File: config.mk
export PLATFORM = sky130hd
export DESIGN_NAME = mc_control_fsm_flat
export DESIGN_NICKNAME = d
export VERILOG_FILES = /design/src/rtl/mc_control_fsm_pkg.sv /design/src/rtl/mc_control_fsm_if.sv /design/src/rtl/mc_control_fsm_alu_decoder.sv /design/src/rtl/mc_control_fsm.sv /design/src/flat_wrapper.sv
export SDC_FILE = /design/constraint.sdc
export NUM_CORES = 1
export LEC_CHECK = 0
export BUFFER_PORTS_ARGS = -buffer_cell sky130_fd_sc_hd__clkbuf_2
export CAP_MARGIN = 20
export CORE_MARGIN = 1.5
export CORE_UTILIZATION = 45
export CTS_CLUSTER_DIAMETER = 100
export CTS_CLUSTER_SIZE = 25
export DETAILED_ROUTE_END_ITERATION = 10
export GPL_ROUTABILITY_DRIVEN = 0
export PLACE_DENSITY = 0.78
export SLEW_MARGIN = 5
export SYNTH_ARGS = -nofsm -noshare
export SYNTH_HDL_FRONTEND = slang
export SYNTH_SLANG_ARGS = --single-unit
File: constraint.sdc
create_clock -name clk -period 3.3 [get_ports clk]
set_clock_uncertainty 0.1 [all_clocks]
set_input_delay 0.165 -clock clk [delete_from_list [all_inputs] [get_ports clk]]
set_output_delay 0.165 -clock clk [all_outputs]
set_load 0.02 [all_outputs]
File: src/rtl/mc_control_fsm_pkg.sv
`default_nettype none
// +------------------------------------------------------------------------+
// | Package     : mc_ctrl_pkg                                              |
// | Description : State, opcode and datapath-select encodings shared by    |
// |               the multicycle control unit, its ALU decoder and the     |
// |               datapath.                                                |
// | Revision    : 1.0 - initial release                                    |
// +------------------------------------------------------------------------+
package mc_ctrl_pkg;

  // The numeric order matters: it is what appears on state_o.
  typedef enum logic [3:0] {
    FETCH     = 4'd0,
    DECODE    = 4'd1,
    MEMADR    = 4'd2,
    MEMREAD   = 4'd3,
    MEMWB     = 4'd4,
    MEMWRITE  = 4'd5,
    EXEC_R    = 4'd6,
    EXEC_I    = 4'd7,
    LUI       = 4'd8,
    ALUWB     = 4'd9,
    BRANCH    = 4'd10,
    JAL       = 4'd11,
    JALR      = 4'd12,
    JALR_LINK = 4'd13,
    TRAP      = 4'd14
  } state_t;

  typedef enum logic [1:0] {
    ALUOP_ADD   = 2'd0,
    ALUOP_SUB   = 2'd1,
    ALUOP_FUNCT = 2'd2
  } alu_op_t;

  localparam logic [6:0] C_OP_LOAD   = 7'b0000011;
  localparam logic [6:0] C_OP_STORE  = 7'b0100011;
  localparam logic [6:0] C_OP_RTYPE  = 7'b0110011;
  localparam logic [6:0] C_OP_ITYPE  = 7'b0010011;
  localparam logic [6:0] C_OP_BRANCH = 7'b1100011;
  localparam logic [6:0] C_OP_JAL    = 7'b1101111;
  localparam logic [6:0] C_OP_JALR   = 7'b1100111;
  localparam logic [6:0] C_OP_LUI    = 7'b0110111;

  localparam logic [2:0] C_ALU_ADD = 3'b000;
  localparam logic [2:0] C_ALU_SUB = 3'b001;
  localparam logic [2:0] C_ALU_AND = 3'b010;
  localparam logic [2:0] C_ALU_OR  = 3'b011;
  localparam logic [2:0] C_ALU_SLT = 3'b101;

  localparam logic [2:0] C_IMM_I = 3'b000;
  localparam logic [2:0] C_IMM_S = 3'b001;
  localparam logic [2:0] C_IMM_B = 3'b010;
  localparam logic [2:0] C_IMM_J = 3'b011;
  localparam logic [2:0] C_IMM_U = 3'b100;

  localparam logic [1:0] C_RES_ALUOUT    = 2'b00;
  localparam logic [1:0] C_RES_MEMDATA   = 2'b01;
  localparam logic [1:0] C_RES_ALURESULT = 2'b10;

  localparam logic [1:0] C_SRCA_PC    = 2'b00;
  localparam logic [1:0] C_SRCA_OLDPC = 2'b01;
  localparam logic [1:0] C_SRCA_RD1   = 2'b10;
  localparam logic [1:0] C_SRCA_ZERO  = 2'b11;

  localparam logic [1:0] C_SRCB_RD2  = 2'b00;
  localparam logic [1:0] C_SRCB_IMM  = 2'b01;
  localparam logic [1:0] C_SRCB_FOUR = 2'b10;

  // Immediate format implied by the opcode; I-type covers loads, jalr,
  // ALU-immediates and anything without an immediate.
  function automatic logic [2:0] imm_src_of(input logic [6:0] op);
    case (op)
      C_OP_STORE:  return C_IMM_S;
      C_OP_BRANCH: return C_IMM_B;
      C_OP_JAL:    return C_IMM_J;
      C_OP_LUI:    return C_IMM_U;
      default:     return C_IMM_I;
    endcase
  endfunction

endpackage
`default_nettype wire

File: src/rtl/mc_control_fsm_if.sv
`default_nettype none
// +------------------------------------------------------------------------+
// | Interface   : mc_control_fsm_if                                        |
// | Description : Bundle between the control unit and the datapath.       |
// |   master (control unit): in  op, funct3, funct7b5, zero               |
// |                          out pc_write, adr_src, mem_write, ir_write,  |
// |                              reg_write, result_src, alu_src_a/b,      |
// |                              imm_src, alu_control, state_o, retire,   |
// |                              illegal_op                               |
// |   slave (datapath)     : the mirror image                             |
// | Revision    : 1.0 - initial release                                    |
// +------------------------------------------------------------------------+
interface mc_control_fsm_if;
  logic [6:0] op;
  logic [2:0] funct3;
  logic       funct7b5;
  logic       zero;
  logic       pc_write;
  logic       adr_src;
  logic       mem_write;
  logic       ir_write;
  logic       reg_write;
  logic [1:0] result_src;
  logic [1:0] alu_src_a;
  logic [1:0] alu_src_b;
  logic [2:0] imm_src;
  logic [2:0] alu_control;
  logic [3:0] state_o;
  logic       retire;
  logic       illegal_op;

  modport master (
    input  op, funct3, funct7b5, zero,
    output pc_write, adr_src, mem_write, ir_write, reg_write, result_src,
           alu_src_a, alu_src_b, imm_src, alu_control, state_o, retire,
           illegal_op
  );

  modport slave (
    output op, funct3, funct7b5, zero,
    input  pc_write, adr_src, mem_write, ir_write, reg_write, result_src,
           alu_src_a, alu_src_b, imm_src, alu_control, state_o, retire,
           illegal_op
  );
endinterface
`default_nettype wire

File: src/rtl/mc_control_fsm_alu_decoder.sv
`default_nettype none
// +------------------------------------------------------------------------+
// | Module      : mc_alu_decoder                                           |
// | Description : Combinational ALU operation decoder.                    |
// |   in  alu_op (add/sub/funct), funct3, funct7b5, op5                   |
// |   out alu_control                                                     |
// | Revision    : 1.0 - initial release                                    |
// +------------------------------------------------------------------------+
module mc_alu_decoder
  import mc_ctrl_pkg::*;
(
  input  alu_op_t    alu_op,
  input  logic [2:0] funct3,
  input  logic       funct7b5,
  input  logic       op5,
  output logic [2:0] alu_control
);

  always_comb begin
    alu_control = C_ALU_ADD;
    case (alu_op)
      ALUOP_SUB: alu_control = C_ALU_SUB;
      ALUOP_FUNCT: begin
        case (funct3)
          // instr[30] only selects sub for register-register ops; for addi
          // it is part of the immediate.
          3'b000:  alu_control = (op5 && funct7b5) ? C_ALU_SUB : C_ALU_ADD;
          3'b010:  alu_control = C_ALU_SLT;
          3'b110:  alu_control = C_ALU_OR;
          3'b111:  alu_control = C_ALU_AND;
          default: alu_control = C_ALU_ADD;
        endcase
      end
      default: alu_control = C_ALU_ADD;
    endcase
  end

endmodule
`default_nettype wire

File: src/rtl/mc_control_fsm.sv
`default_nettype none
// +------------------------------------------------------------------------+
// | Module      : mc_control_fsm                                           |
// | Description : Multicycle RISC-V control unit. Moore FSM sequencing     |
// |               fetch/decode/execute/memory/writeback plus ALU decoder. |
// |   in  clk  core clock                                                 |
// |   in  rst  asynchronous active-low reset                              |
// |   bus mc_control_fsm_if.master: instruction fields and zero flag in,  |
// |       datapath selects/enables, state_o, retire, illegal_op out       |
// | Revision    : 1.0 - initial release                                    |
// +------------------------------------------------------------------------+
module mc_control_fsm
  import mc_ctrl_pkg::*;
(
  input  logic             clk,
  input  logic             rst,
  mc_control_fsm_if.master bus
);

  state_t     r_state;
  state_t     w_next_state;
  alu_op_t    w_alu_op;
  logic       w_pc_write;
  logic       w_adr_src;
  logic       w_mem_write;
  logic       w_ir_write;
  logic       w_reg_write;
  logic       w_retire;
  logic [1:0] w_result_src;
  logic [1:0] w_alu_src_a;
  logic [1:0] w_alu_src_b;
  logic [2:0] w_imm_src;
  logic [2:0] w_alu_control;

  always_ff @(posedge clk or negedge rst) begin
    if (!rst) r_state <= FETCH;
    else      r_state <= w_next_state;
  end

  always_comb begin
    w_next_state = FETCH;
    w_alu_op     = ALUOP_ADD;
    w_pc_write   = 1'b0;
    w_adr_src    = 1'b0;
    w_mem_write  = 1'b0;
    w_ir_write   = 1'b0;
    w_reg_write  = 1'b0;
    w_retire     = 1'b0;
    w_result_src = C_RES_ALUOUT;
    w_alu_src_a  = C_SRCA_PC;
    w_alu_src_b  = C_SRCB_RD2;
    w_imm_src    = C_IMM_I;
    case (r_state)
      FETCH: begin
        w_ir_write   = 1'b1;
        w_pc_write   = 1'b1;
        w_alu_src_b  = C_SRCB_FOUR;
        w_result_src = C_RES_ALURESULT;
        w_next_state = DECODE;
      end
      DECODE: begin
        // OldPC + imm lands in ALUOut as the branch/jal target.
        w_alu_src_a = C_SRCA_OLDPC;
        w_alu_src_b = C_SRCB_IMM;
        w_imm_src   = imm_src_of(bus.op);
        case (bus.op)
          C_OP_LOAD, C_OP_STORE: w_next_state = MEMADR;
          C_OP_RTYPE:            w_next_state = EXEC_R;
          C_OP_ITYPE:            w_next_state = EXEC_I;
          C_OP_BRANCH:           w_next_state = BRANCH;
          C_OP_JAL:              w_next_state = JAL;
          C_OP_JALR:             w_next_state = JALR;
          C_OP_LUI:              w_next_state = LUI;
          default:               w_next_state = TRAP;
        endcase
      end
      MEMADR: begin
        // The immediate format is kept alive in every state that feeds
        // ImmExt into the ALU so sw gets its S-type offset.
        w_alu_src_a  = C_SRCA_RD1;
        w_alu_src_b  = C_SRCB_IMM;
        w_imm_src    = imm_src_of(bus.op);
        w_next_state = (bus.op == C_OP_STORE) ? MEMWRITE : MEMREAD;
      end
      MEMREAD: begin
        w_adr_src    = 1'b1;
        w_next_state = MEMWB;
      end
      MEMWB: begin
        w_result_src = C_RES_MEMDATA;
        w_reg_write  = 1'b1;
        w_retire     = 1'b1;
      end
      MEMWRITE: begin
        w_adr_src   = 1'b1;
        w_mem_write = 1'b1;
        w_retire    = 1'b1;
      end
      EXEC_R: begin
        w_alu_src_a  = C_SRCA_RD1;
        w_alu_op     = ALUOP_FUNCT;
        w_next_state = ALUWB;
      end
      EXEC_I: begin
        w_alu_src_a  = C_SRCA_RD1;
        w_alu_src_b  = C_SRCB_IMM;
        w_imm_src    = imm_src_of(bus.op);
        w_alu_op     = ALUOP_FUNCT;
        w_next_state = ALUWB;
      end
      LUI: begin
        w_alu_src_a  = C_SRCA_ZERO;
        w_alu_src_b  = C_SRCB_IMM;
        w_imm_src    = C_IMM_U;
        w_next_state = ALUWB;
      end
      ALUWB: begin
        w_reg_write = 1'b1;
        w_retire    = 1'b1;
      end
      BRANCH: begin
        // funct3[0] distinguishes bne from beq.
        w_alu_src_a = C_SRCA_RD1;
        w_alu_op    = ALUOP_SUB;
        w_pc_write  = bus.zero ^ bus.funct3[0];
        w_retire    = 1'b1;
      end
      JAL: begin
        w_alu_src_a  = C_SRCA_OLDPC;
        w_alu_src_b  = C_SRCB_FOUR;
        w_pc_write   = 1'b1;
        w_next_state = ALUWB;
      end
      JALR: begin
        w_alu_src_a  = C_SRCA_RD1;
        w_alu_src_b  = C_SRCB_IMM;
        w_imm_src    = imm_src_of(bus.op);
        w_result_src = C_RES_ALURESULT;
        w_pc_write   = 1'b1;
        w_next_state = JALR_LINK;
      end
      JALR_LINK: begin
        w_alu_src_a  = C_SRCA_OLDPC;
        w_alu_src_b  = C_SRCB_FOUR;
        w_result_src = C_RES_ALURESULT;
        w_reg_write  = 1'b1;
        w_retire     = 1'b1;
      end
      TRAP:    w_next_state = TRAP;
      default: w_next_state = FETCH;
    endcase
  end

  mc_alu_decoder u_alu_decoder (
    .alu_op      (w_alu_op),
    .funct3      (bus.funct3),
    .funct7b5    (bus.funct7b5),
    .op5         (bus.op[5]),
    .alu_control (w_alu_control)
  );

  // The reset state is FETCH, whose actions must not leak while rst is low,
  // so every output is forced quiet by rst itself rather than by the state.
  assign bus.pc_write    = rst & w_pc_write;
  assign bus.adr_src     = rst & w_adr_src;
  assign bus.mem_write   = rst & w_mem_write;
  assign bus.ir_write    = rst & w_ir_write;
  assign bus.reg_write   = rst & w_reg_write;
  assign bus.retire      = rst & w_retire;
  assign bus.result_src  = rst ? w_result_src  : 2'b00;
  assign bus.alu_src_a   = rst ? w_alu_src_a   : 2'b00;
  assign bus.alu_src_b   = rst ? w_alu_src_b   : 2'b00;
  assign bus.imm_src     = rst ? w_imm_src     : 3'b000;
  assign bus.alu_control = rst ? w_alu_control : 3'b000;
  assign bus.state_o     = r_state;
  // TRAP is absorbing until reset, so this is sticky by construction.
  assign bus.illegal_op  = (r_state == TRAP);

endmodule
`default_nettype wire
File: src/flat_wrapper.sv
// flat-port wrapper written by rule: the top's interface ports become plain ports
module mc_control_fsm_flat import mc_ctrl_pkg::*;
  (clk, rst, bus_op, bus_funct3, bus_funct7b5, bus_zero, bus_pc_write, bus_adr_src, bus_mem_write, bus_ir_write, bus_reg_write, bus_result_src, bus_alu_src_a, bus_alu_src_b, bus_imm_src, bus_alu_control, bus_state_o, bus_retire, bus_illegal_op);
  mc_control_fsm_if bus_i ();
  input  logic clk;
  input  logic rst;
  input wire logic [$bits(bus_i.op)-1:0] bus_op;
  input wire logic [$bits(bus_i.funct3)-1:0] bus_funct3;
  input wire logic [$bits(bus_i.funct7b5)-1:0] bus_funct7b5;
  input wire logic [$bits(bus_i.zero)-1:0] bus_zero;
  output wire logic [$bits(bus_i.pc_write)-1:0] bus_pc_write;
  output wire logic [$bits(bus_i.adr_src)-1:0] bus_adr_src;
  output wire logic [$bits(bus_i.mem_write)-1:0] bus_mem_write;
  output wire logic [$bits(bus_i.ir_write)-1:0] bus_ir_write;
  output wire logic [$bits(bus_i.reg_write)-1:0] bus_reg_write;
  output wire logic [$bits(bus_i.result_src)-1:0] bus_result_src;
  output wire logic [$bits(bus_i.alu_src_a)-1:0] bus_alu_src_a;
  output wire logic [$bits(bus_i.alu_src_b)-1:0] bus_alu_src_b;
  output wire logic [$bits(bus_i.imm_src)-1:0] bus_imm_src;
  output wire logic [$bits(bus_i.alu_control)-1:0] bus_alu_control;
  output wire logic [$bits(bus_i.state_o)-1:0] bus_state_o;
  output wire logic [$bits(bus_i.retire)-1:0] bus_retire;
  output wire logic [$bits(bus_i.illegal_op)-1:0] bus_illegal_op;
  assign bus_i.op = bus_op;
  assign bus_i.funct3 = bus_funct3;
  assign bus_i.funct7b5 = bus_funct7b5;
  assign bus_i.zero = bus_zero;
  assign bus_pc_write = bus_i.pc_write;
  assign bus_adr_src = bus_i.adr_src;
  assign bus_mem_write = bus_i.mem_write;
  assign bus_ir_write = bus_i.ir_write;
  assign bus_reg_write = bus_i.reg_write;
  assign bus_result_src = bus_i.result_src;
  assign bus_alu_src_a = bus_i.alu_src_a;
  assign bus_alu_src_b = bus_i.alu_src_b;
  assign bus_imm_src = bus_i.imm_src;
  assign bus_alu_control = bus_i.alu_control;
  assign bus_state_o = bus_i.state_o;
  assign bus_retire = bus_i.retire;
  assign bus_illegal_op = bus_i.illegal_op;
  mc_control_fsm u_core (.clk(clk), .rst(rst), .bus(bus_i));
endmodule
==> results of run 1 <==
-- worst max-delay path, cell delays in order (launching register included) --
cell and delay (ns):
dfrtp_1 0.65, clkinv_1 0.38, and3_1 0.29, inv_1 0.06, ha_1 0.22, nor2b_1 0.15
nand3_1 0.11, nor3_1 0.14, clkbuf_2 0.20
-- cell families after synthesis --
kind of cell | after synthesis | synth area share
mux | 4 | 0.05314
buf+inv | 11 | 0.06601
flops | 4 | 0.1288
simple gates | 58 | 0.4235
fa+ha+maj | 2 | 0.03220
xor+xnor | 4 | 0.05476
compound gates | 27 | 0.2416
-- synth_stat cells, types with 2 or more instances --
cell / number
nor3_1: 4
buf_2: 2
o21ai_0: 4
a211oi_1: 2
nand3_1: 2
inv_1: 4
and3_1: 4
nor3b_1: 2
dfrtp_1: 4
and2_1: 6
a21oi_1: 5
nand2b_1: 4
nand3b_1: 2
nor2b_1: 5
nand2_1: 15
nor2_1: 8
ha_1: 2
a31oi_1: 2
clkbuf_1: 2
xnor2_1: 3
mux2i_1: 3
o21a_1: 2
-- metrics by stage --
step	power, µW	utilization	setup slack, ns
final	773.8	0.6268	0.5836
after global routing	834.5	0.6268	0.3531
after CTS	770.8	0.6268	0.6092
after detailed placement	704.0	0.6059	0.8789
after global placement	689.5	0.6059	0.9260
after floorplan	569.6	-	0.7978
-- per-layer routing --
metal,vias to the layer above,global-route usage
met5,-,0
met4,0,0.04848
met3,2,0.04082
met2,38,0.3478
met1,441,0.3226
li1,467,-
-- repair_timing --
item | 4_1_cts | 5_1_grt
hold buffers | 1 | 0
setup endpoints to repair | 0 | 0
hold endpoints to repair | 4 | 0
-- power by group --
group	internal (µW)	total, µW	switching [µW]	leakage (µW)
sequential	71.4	178	106	0.0000498
combinational	222	533	311	0.000387
clock	40.8	63.1	22.3	0.0000138
-- cell type report --
cell class | instances | area, µm² | area share
Sequential cell | 4 | 100.1 | 0.1024
Multi-Input combinational cell | 95 | 625.6 | 0.6402
Tap cell | 16 | 20.02 | 0.02049
Clock buffer | 3 | 22.52 | 0.02305
Timing Repair Buffer | 37 | 190.2 | 0.1946
Inverter | 5 | 18.77 | 0.01921
-- path summary, 6_finish.rpt --
kind                                    endpoint  slack (ns)             startpoint
min in group asynchronous  u_core.bus.state_o[1]        0.29                    rst
max                           bus_alu_control[2]        0.58  u_core.bus.state_o[0]
min reg2reg                u_core.bus.state_o[0]        0.72  u_core.bus.state_o[0]
min                        u_core.bus.state_o[2]        0.23              bus_op[3]
max in group asynchronous  u_core.bus.state_o[2]        2.56                    rst
max reg2reg                u_core.bus.state_o[3]        1.60  u_core.bus.state_o[0]
==> out/qor.yml, run 1 <==
status: "finished with violations"
violations: "design-rule violations"
grt_overflow: 0
timing.final.crit_share: 0.8231
met1Wirelength_mm: 1.004
wl_per_cell_um: 13.44
slew_viol_final: 0
chipHeight_um: 44.56
ys_top_cells_by_area: "dfrtp_1, nand2_1, and2_1, nor2b_1, mux2i_1"
core_area_mm2: 0.001559
post-dp-hpwl_mm: 1.600
cp.required_ns: 3.03
fin_cells: 160
vias: 948
whs_path_depth: 3
yosys_warnings: 0
diodes: 0
nFillCells: 141
cts.sinks: 4
setup_viol: 0
syn_nets: 126
r2r_cells: 2
viasPerCell: 5.925
drc: 3
clk-insertion-delay-late_ns: 0.24
power_density_mw_per_mm2: 791.9
drt_iter0_markers: 23
finalHoldViolCount: 0
start_kind: "flip-flop"
grt_pass1_wl_mm: 3.401
crit_type: "flip-flop to primary output"
initial_core_util: 0.4984
syn_inst: 110
post_cts_buffers: 0
dr_wl_met2_mm: 1.023
slew_headroom: 0.5467
root_buffer: "clkbuf_4"
yosysSeqAreaShare: 0.1288
cts_buffer_depth: 2
grt_pass1_vias: 775
grt_use_total: 0.2246
path_clk_slew_ns: 0.04
netlist_area_um2: 777.0
cp.arrival_ns: 2.45
drive_above_1_share: 0.2917
stdcell_area_um2: 977.2
layout_common_cells: "clkbuf_2, nand2_1, nor2_1, and2_1"
ioPinCount: 37
cts_buffers: 3
drt_pass1_iterations: 7
hold_slack_ns: 0.2294
final_antenna_net_count: 0
met3_length_um: 111
nets: 162
cp_max_fo: 14
synth_edf_count: 0
synth.top_cell.area_share: 0.1288
area_delta_synth_final_pct: 25.76
die_w_um: 44.56
rows: 14
routed_wl_mm: 2.151
yosysTopAreaCell: "dfrtp_1"
synth_flop_cell: "dfrtp_1"
grt_max_degree: 22
dieArea_mm2: 0.001985
top_layer: "met4"
avgSynthCellArea_um2: 7.064
rsz0062_at_grt: "false"
max-vdd-ir-drop_mv: 0.3217
p_leak_uw: 0.0004501
endpoint_kind: "primary output"
tns_ns: 0
layout_min_cycle_time_ns: 2.716
largest_reg_flops: 4
port_buffers: 36
antenna_found_initial: 0
fmax_ghz: 0.3681
placed_cells: 156
cap_violations: 0
ys_seq_elements: 4
cts_tree: "done"
layout_commonest_cell: "clkbuf_2"
worst_pin_slew_ns: 0.6799
cts_max_level: 1
place_area_um2: 944.7
netlist-cell-type-count: 45
hold_class: "input port to flip-flop"
cts_resized: 0
synthArstFlopShare: 1.000
Power figures use the tool's default switching activity.
==> run 2: changes to the inputs <==
CORE_UTILIZATION = 41   (was 45)
PLACE_DENSITY = 0.75   (was 0.78)
clock period = 2.2 ns   (was 3.3 ns; I/O delays follow)
==> run 2 against run 1 <==
Compared with the run above: the run now ends clean; cell area is 17% higher; count of clock-buffer cells in the layout stayed put; total power up 86%.
==> out/qor.yml, run 2 (synthesis gave the netlist of run 1 again) <==
use_met1: 0.3084  # was 0.3226
path_clk_slew_ns: 0.04  # about the same
port_buffers: 36  # unchanged
worstHoldStart: "bus_op[3]"  # unchanged
final_antenna_net_count: 0  # unchanged
cp_max_fo: 7  # was 14
start_kind: "flip-flop"  # unchanged
finalHoldViolCount: 0  # unchanged
diodes: 0  # unchanged
crit_type: "flip-flop to primary output"  # unchanged
fmax_ghz: 0.4634
layout_min_cycle_time_ns: 2.158
area_delta_synth_final_pct: 46.86  # was 25.76%
holdPathEnd: "u_core.bus.state_o[2]"  # unchanged
r2r-end: "u_core.bus.state_o[1]"  # was u_core.bus.state_o[3]
placed_cells: 171  # was 156
multiInputGateArea_um2: 679.4  # was 625.6 µm²
slew_viol_final: 0  # unchanged
r2r_cells: 5  # was 2
drc: 0  # was 3
cts_tree: "done"  # unchanged
largest_reg_flops: 4  # unchanged
max-vdd-ir-drop_mv: 0.5490  # was 0.3217 mV
status: "finished, final reports clean"  # was finished with violations
cts_buffers: 3  # unchanged
cp.required_ns: 1.99  # was 3.03 ns
cp-startpoint: "u_core.bus.state_o[2]"  # was u_core.bus.state_o[0]
grt.busiest_layer: "met2"  # unchanged
ioPinCount: 37  # unchanged
routed_wl_mm: 2.522  # was 2.151 mm
register_area_um2: 103.9  # was 100.1 µm²
rr_startpoint: "u_core.bus.state_o[3]"  # was u_core.bus.state_o[0]
grt_max_degree: 19  # was 22
core_area_mm2: 0.001745  # was 0.001559 mm²
tns_ns: 0  # unchanged
drt_iter0_markers: 34  # was 23
power_density_mw_per_mm2: 1261  # was 791.9 mW/mm²
grt_use_total: 0.2354  # was 0.2246
slew_headroom: 0.6491  # was 0.5467
dieArea_mm2: 0.002165  # was 0.001985 mm²
cap_violations: 0  # unchanged
drive_above_1_share: 0.4194  # was 0.2917
hold_slack_ns: 0.1810  # was 0.2294 ns
initial_core_util: 0.4452  # was 0.4984
use_met2: 0.3917  # was 0.3478
p_leak_uw: 0.0005175  # was 0.0004501 µW
timing.final.crit_share: 0.9808
post-dp-hpwl_mm: 1.838  # was 1.600 mm
vias: 1007  # was 948
setup_viol: 0  # unchanged
chipHeight_um: 46.53  # was 44.56 µm
hold_class: "input port to flip-flop"  # unchanged
wl_per_cell_um: 14.01  # was 13.44 µm
cp.arrival_ns: 1.95  # was 2.45 ns
grt_use_met3: 0.02353  # was 0.04082
layout_commonest_cell: "clkbuf_2"  # unchanged
cts.sinks: 4  # unchanged
clk-insertion-delay-late_ns: 0.24  # about the same
layout_common_cells: "clkbuf_2, nand2_1, buf_4, nor2_1, and2_1"  # was clkbuf_2, nand2_1, nor2_1, and2_1
grt_overflow: 0  # unchanged
nFillCells: 157  # was 141
endpoint_kind: "primary output"  # unchanged
drt_pass1_iterations: 4  # was 7
post-route-util: 0.6538  # was 0.6268
cts_max_level: 1  # unchanged
rrSetupSlack_ns: 0.39  # was 1.60 ns
die_w_um: 46.53  # was 44.56 µm
grt_pass1_wl_mm: 3.691  # was 3.401 mm
worst_pin_slew_ns: 0.5223  # was 0.6799 ns
whs_path_depth: 3  # unchanged
fin_cells: 180  # was 160
viasPerCell: 5.594  # was 5.925
antenna_found_initial: 0  # unchanged
root_buffer: "clkbuf_4"  # unchanged
cts_buffer_depth: 2  # unchanged
rows: 15  # was 14
nets: 173  # was 162
grt_pass1_vias: 817  # was 775
## run 2: worst max-delay path: stages (launching register included)
cell and delay, ns:
dfrtp_2 0.44, buf_6 0.15, nor4b_4 0.25, a211oi_2 0.09, or4b_4 0.51, a21boi_2 0.13, buf_4 0.14
## run 2: worst max path at each step
stage | to | slack [ns] | cells past startpoint
floorplan | bus_alu_control[2] | 0.03 | 8
global placement | bus_imm_src[2] | 0.11 | 5
detailed placement | bus_imm_src[2] | 0.13 | 5
CTS | bus_alu_control[2] | 0.0009 | 8
global route | bus_imm_src[2] | -0.02 | 6
finish | bus_imm_src[2] | 0.04 | 6
## run 2: per-layer routing
metal,vias up,share of wire
li1,491,-
met1,451,0.44
met2,55,0.49
met3,10,0.055
met4,0,0.020
met5,-,0
## run 2: through the flow
step / area, µm² / setup WS, ns / power, µW
2_1_floorplan: 785.8 / 0.03233 / 856.1
3_3_place_gp: 1008 / 0.1092 / 1120
3_5_place_dp: 1008 / 0.1281 / 1142
4_1_cts: 1095 / 0.0009264 / 1335
5_1_grt: 1141 / -0.02209 / 1535
6_report: 1141 / 0.04225 / 1438
## run 2: repair_timing
action,CTS,global route
buffers inserted,5,0
pin swaps,4,1
endpoints found under the setup margin,3,3
hold endpoints to repair,4,0
hold buffers,1,0
resized for setup,6,14
## run 2: layout make-up
cell class	instances	share of cell area
clock buffer	3	0.01974
inverter	5	0.01645
tap	25	0.02741
timing repair buffer	48	0.2500
multi-input combinational	95	0.5954
sequential	4	0.09101
## run 2: where the power goes
group	internal, µW	switching [µW]
Combinational	507	647
Clock	61.5	36.6
Sequential	115	71.5
==> run 3: changes to the inputs <==
CORE_UTILIZATION = 45   (was 41)
HOLD_SLACK_MARGIN = 0.15   (was unset)
PLACE_DENSITY = 0.78   (was 0.75)
clock period = 2 ns   (was 2.2 ns; I/O delays follow)
==> run 3 against run 2 <==
Compared with the run above: the run now ends with design-rule violations, negative setup slack left; hold slack better by 0.022 ns; sequential cell count unchanged; via count up 14%; die area down 8.3%; total power up 33%; cell area up 17%; routed wire length up 31%; register-to-register slack worse by 0.10 ns; critical endpoint unchanged; highest routed layer unchanged.
==> out/qor.yml, run 3 (synthesis gave the netlist of run 1 again) <==
status: "finished with violations"  # was finished, final reports clean
violations: "design-rule violations, negative setup slack"
rsz0062_at_grt: "true"
cts.sinks: 4  # unchanged
post-dp-hpwl_mm: 1.897  # was 1.838 mm
max-vdd-ir-drop_mv: 0.6836  # was 0.5490 mV
post-route-util: 0.8531  # was 0.6538
worst_pin_slew_ns: 0.3461  # was 0.5223 ns
clk-insertion-delay-late_ns: 0.24  # about the same
drt_iter0_markers: 55  # was 34
cp.arrival_ns: 1.94  # was 1.95 ns
grt_use_total: 0.3384  # was 0.2354
wl_per_cell_um: 18.02  # was 14.01 µm
final_antenna_net_count: 0  # unchanged
rrSetupSlack_ns: 0.29  # was 0.39 ns
cts_max_level: 1  # unchanged
drt_pass1_iterations: 7  # was 4
cts_buffers: 3  # unchanged
cp-startpoint: "u_core.bus.state_o[3]"  # was u_core.bus.state_o[2]
cts_tree: "done"  # unchanged
drc: 3  # was 0
finalHoldViolCount: 0  # unchanged
crit_type: "flip-flop to primary output"  # unchanged
grt_pass1_vias: 1036  # was 817
grt_max_degree: 18  # was 19
dieArea_mm2: 0.001985  # was 0.002165 mm²
hold_slack_ns: 0.2034  # was 0.1810 ns
slew_headroom: 0.7664  # was 0.6491
root_buffer: "clkbuf_4"  # unchanged
grt_overflow: 0  # unchanged
path_clk_slew_ns: 0.04  # about the same
worstHoldStart: "bus_op[4]"  # was bus_op[3]
port_buffers: 36  # unchanged
dp_slack_ns: 0.003380  # was 0.1281 ns
die_w_um: 44.56  # was 46.53 µm
vias: 1144  # was 1007
largest_reg_flops: 4  # unchanged
p_leak_uw: 0.0006054  # was 0.0005175 µW
cts_buffer_depth: 2  # unchanged
layout_min_cycle_time_ns: 2.138
core_area_mm2: 0.001559  # was 0.001745 mm²
routed_wl_mm: 3.316  # was 2.522 mm
rows: 14  # was 15
rr_startpoint: "u_core.bus.state_o[1]"  # was u_core.bus.state_o[3]
area_delta_synth_final_pct: 71.18  # was 46.86%
initial_core_util: 0.4984  # was 0.4452
drive_above_1_share: 0.5179  # was 0.4194
tns_ns: -0.4489  # was 0 ns
start_kind: "flip-flop"  # unchanged
nFillCells: 99  # was 157
slew_viol_final: 0  # unchanged
chipHeight_um: 44.56  # was 46.53 µm
place_area_mm2: 0.001065  # was 0.001008 mm²
setup_viol: 7  # was 0
fmax_ghz: 0.4677
power_density_mw_per_mm2: 1439  # was 1261 mW/mm²
cap_violations: 0  # unchanged
timing.final.ws_setup_ns: -0.1381  # was 0.04225 ns
antenna_found_initial: 0  # unchanged
hold_class: "input port to flip-flop"  # unchanged
stdcell_area_mm2: 0.001330  # was 0.001141 mm²
cp_max_fo: 6  # was 7
endpoint_kind: "primary output"  # unchanged
cp.required_ns: 1.80  # was 1.99 ns
nets: 186  # was 173
grt_pass1_wl_mm: 4.857  # was 3.691 mm
ioPinCount: 37  # unchanged
diodes: 0  # unchanged
viasPerCell: 6.217  # was 5.594
layout_commonest_cell: "clkbuf_2"  # unchanged
timing.final.crit_share: 1.069
layout_common_cells: "clkbuf_2, buf_4, nand2_1, and2_1"  # was clkbuf_2, nand2_1, buf_4, nor2_1, and2_1
run 3: area by class of cell:
cell class | instances | area, µm² | share of cell area
Sequential cell | 4 | 105.1 | 0.07902
Clock buffer | 3 | 22.52 | 0.01693
Multi-Input combinational cell | 95 | 734.5 | 0.5522
Tap cell | 16 | 20.02 | 0.01505
Timing Repair Buffer | 61 | 425.4 | 0.3198
Inverter | 5 | 22.52 | 0.01693
run 3: path summary, 6_finish.rpt:
kind                                         end  depth (start not counted)
max in group asynchronous  u_core.bus.state_o[0]                          3
max reg2reg                u_core.bus.state_o[3]                          5
min in group asynchronous  u_core.bus.state_o[3]                          3
min                        u_core.bus.state_o[2]                          3
min reg2reg                u_core.bus.state_o[0]                          3
max                               bus_imm_src[2]                          6
run 3: worst max-delay path, cell delays in order, from the launching register on:
cell and delay, ns:
dfrtp_2 0.46, buf_12 0.16, nor2b_2 0.16, a211oi_2 0.11
or4b_4 0.50, a21boi_2 0.16, buf_6 0.13
run 3: report_power, final:
part	internal (µW)	switching, µW	total [µW]
sequential	128	98.8	227
combinational	734	845	1580
clock	67.6	40.4	108
run 3: metal layers:
layer,up-vias,track usage,wire length [µm]
li1,517,-,-
met1,537,0.3861,1229
met2,76,0.6058,1650
met3,14,0.03673,286
met4,0,0.1818,150
met5,-,0,0
run 3: stage by stage:
step | instances | total power (µW)
2_1_floorplan | 110 | 988.6
3_3_place_gp | 167 | 1313
3_5_place_dp | 167 | 1343
4_1_cts | 182 | 1686
5_1_grt | 184 | 2015
6_report | 184 | 1914
run 3: repair_timing:
action / in CTS / in global routing
hold buffers: 2 / 0
hold endpoints to repair: 5 / 0
setup buffers: 10 / 2
setup endpoints to repair: 5 / 8
pin swaps: 6 / 5
gates resized for setup: 14 / 14
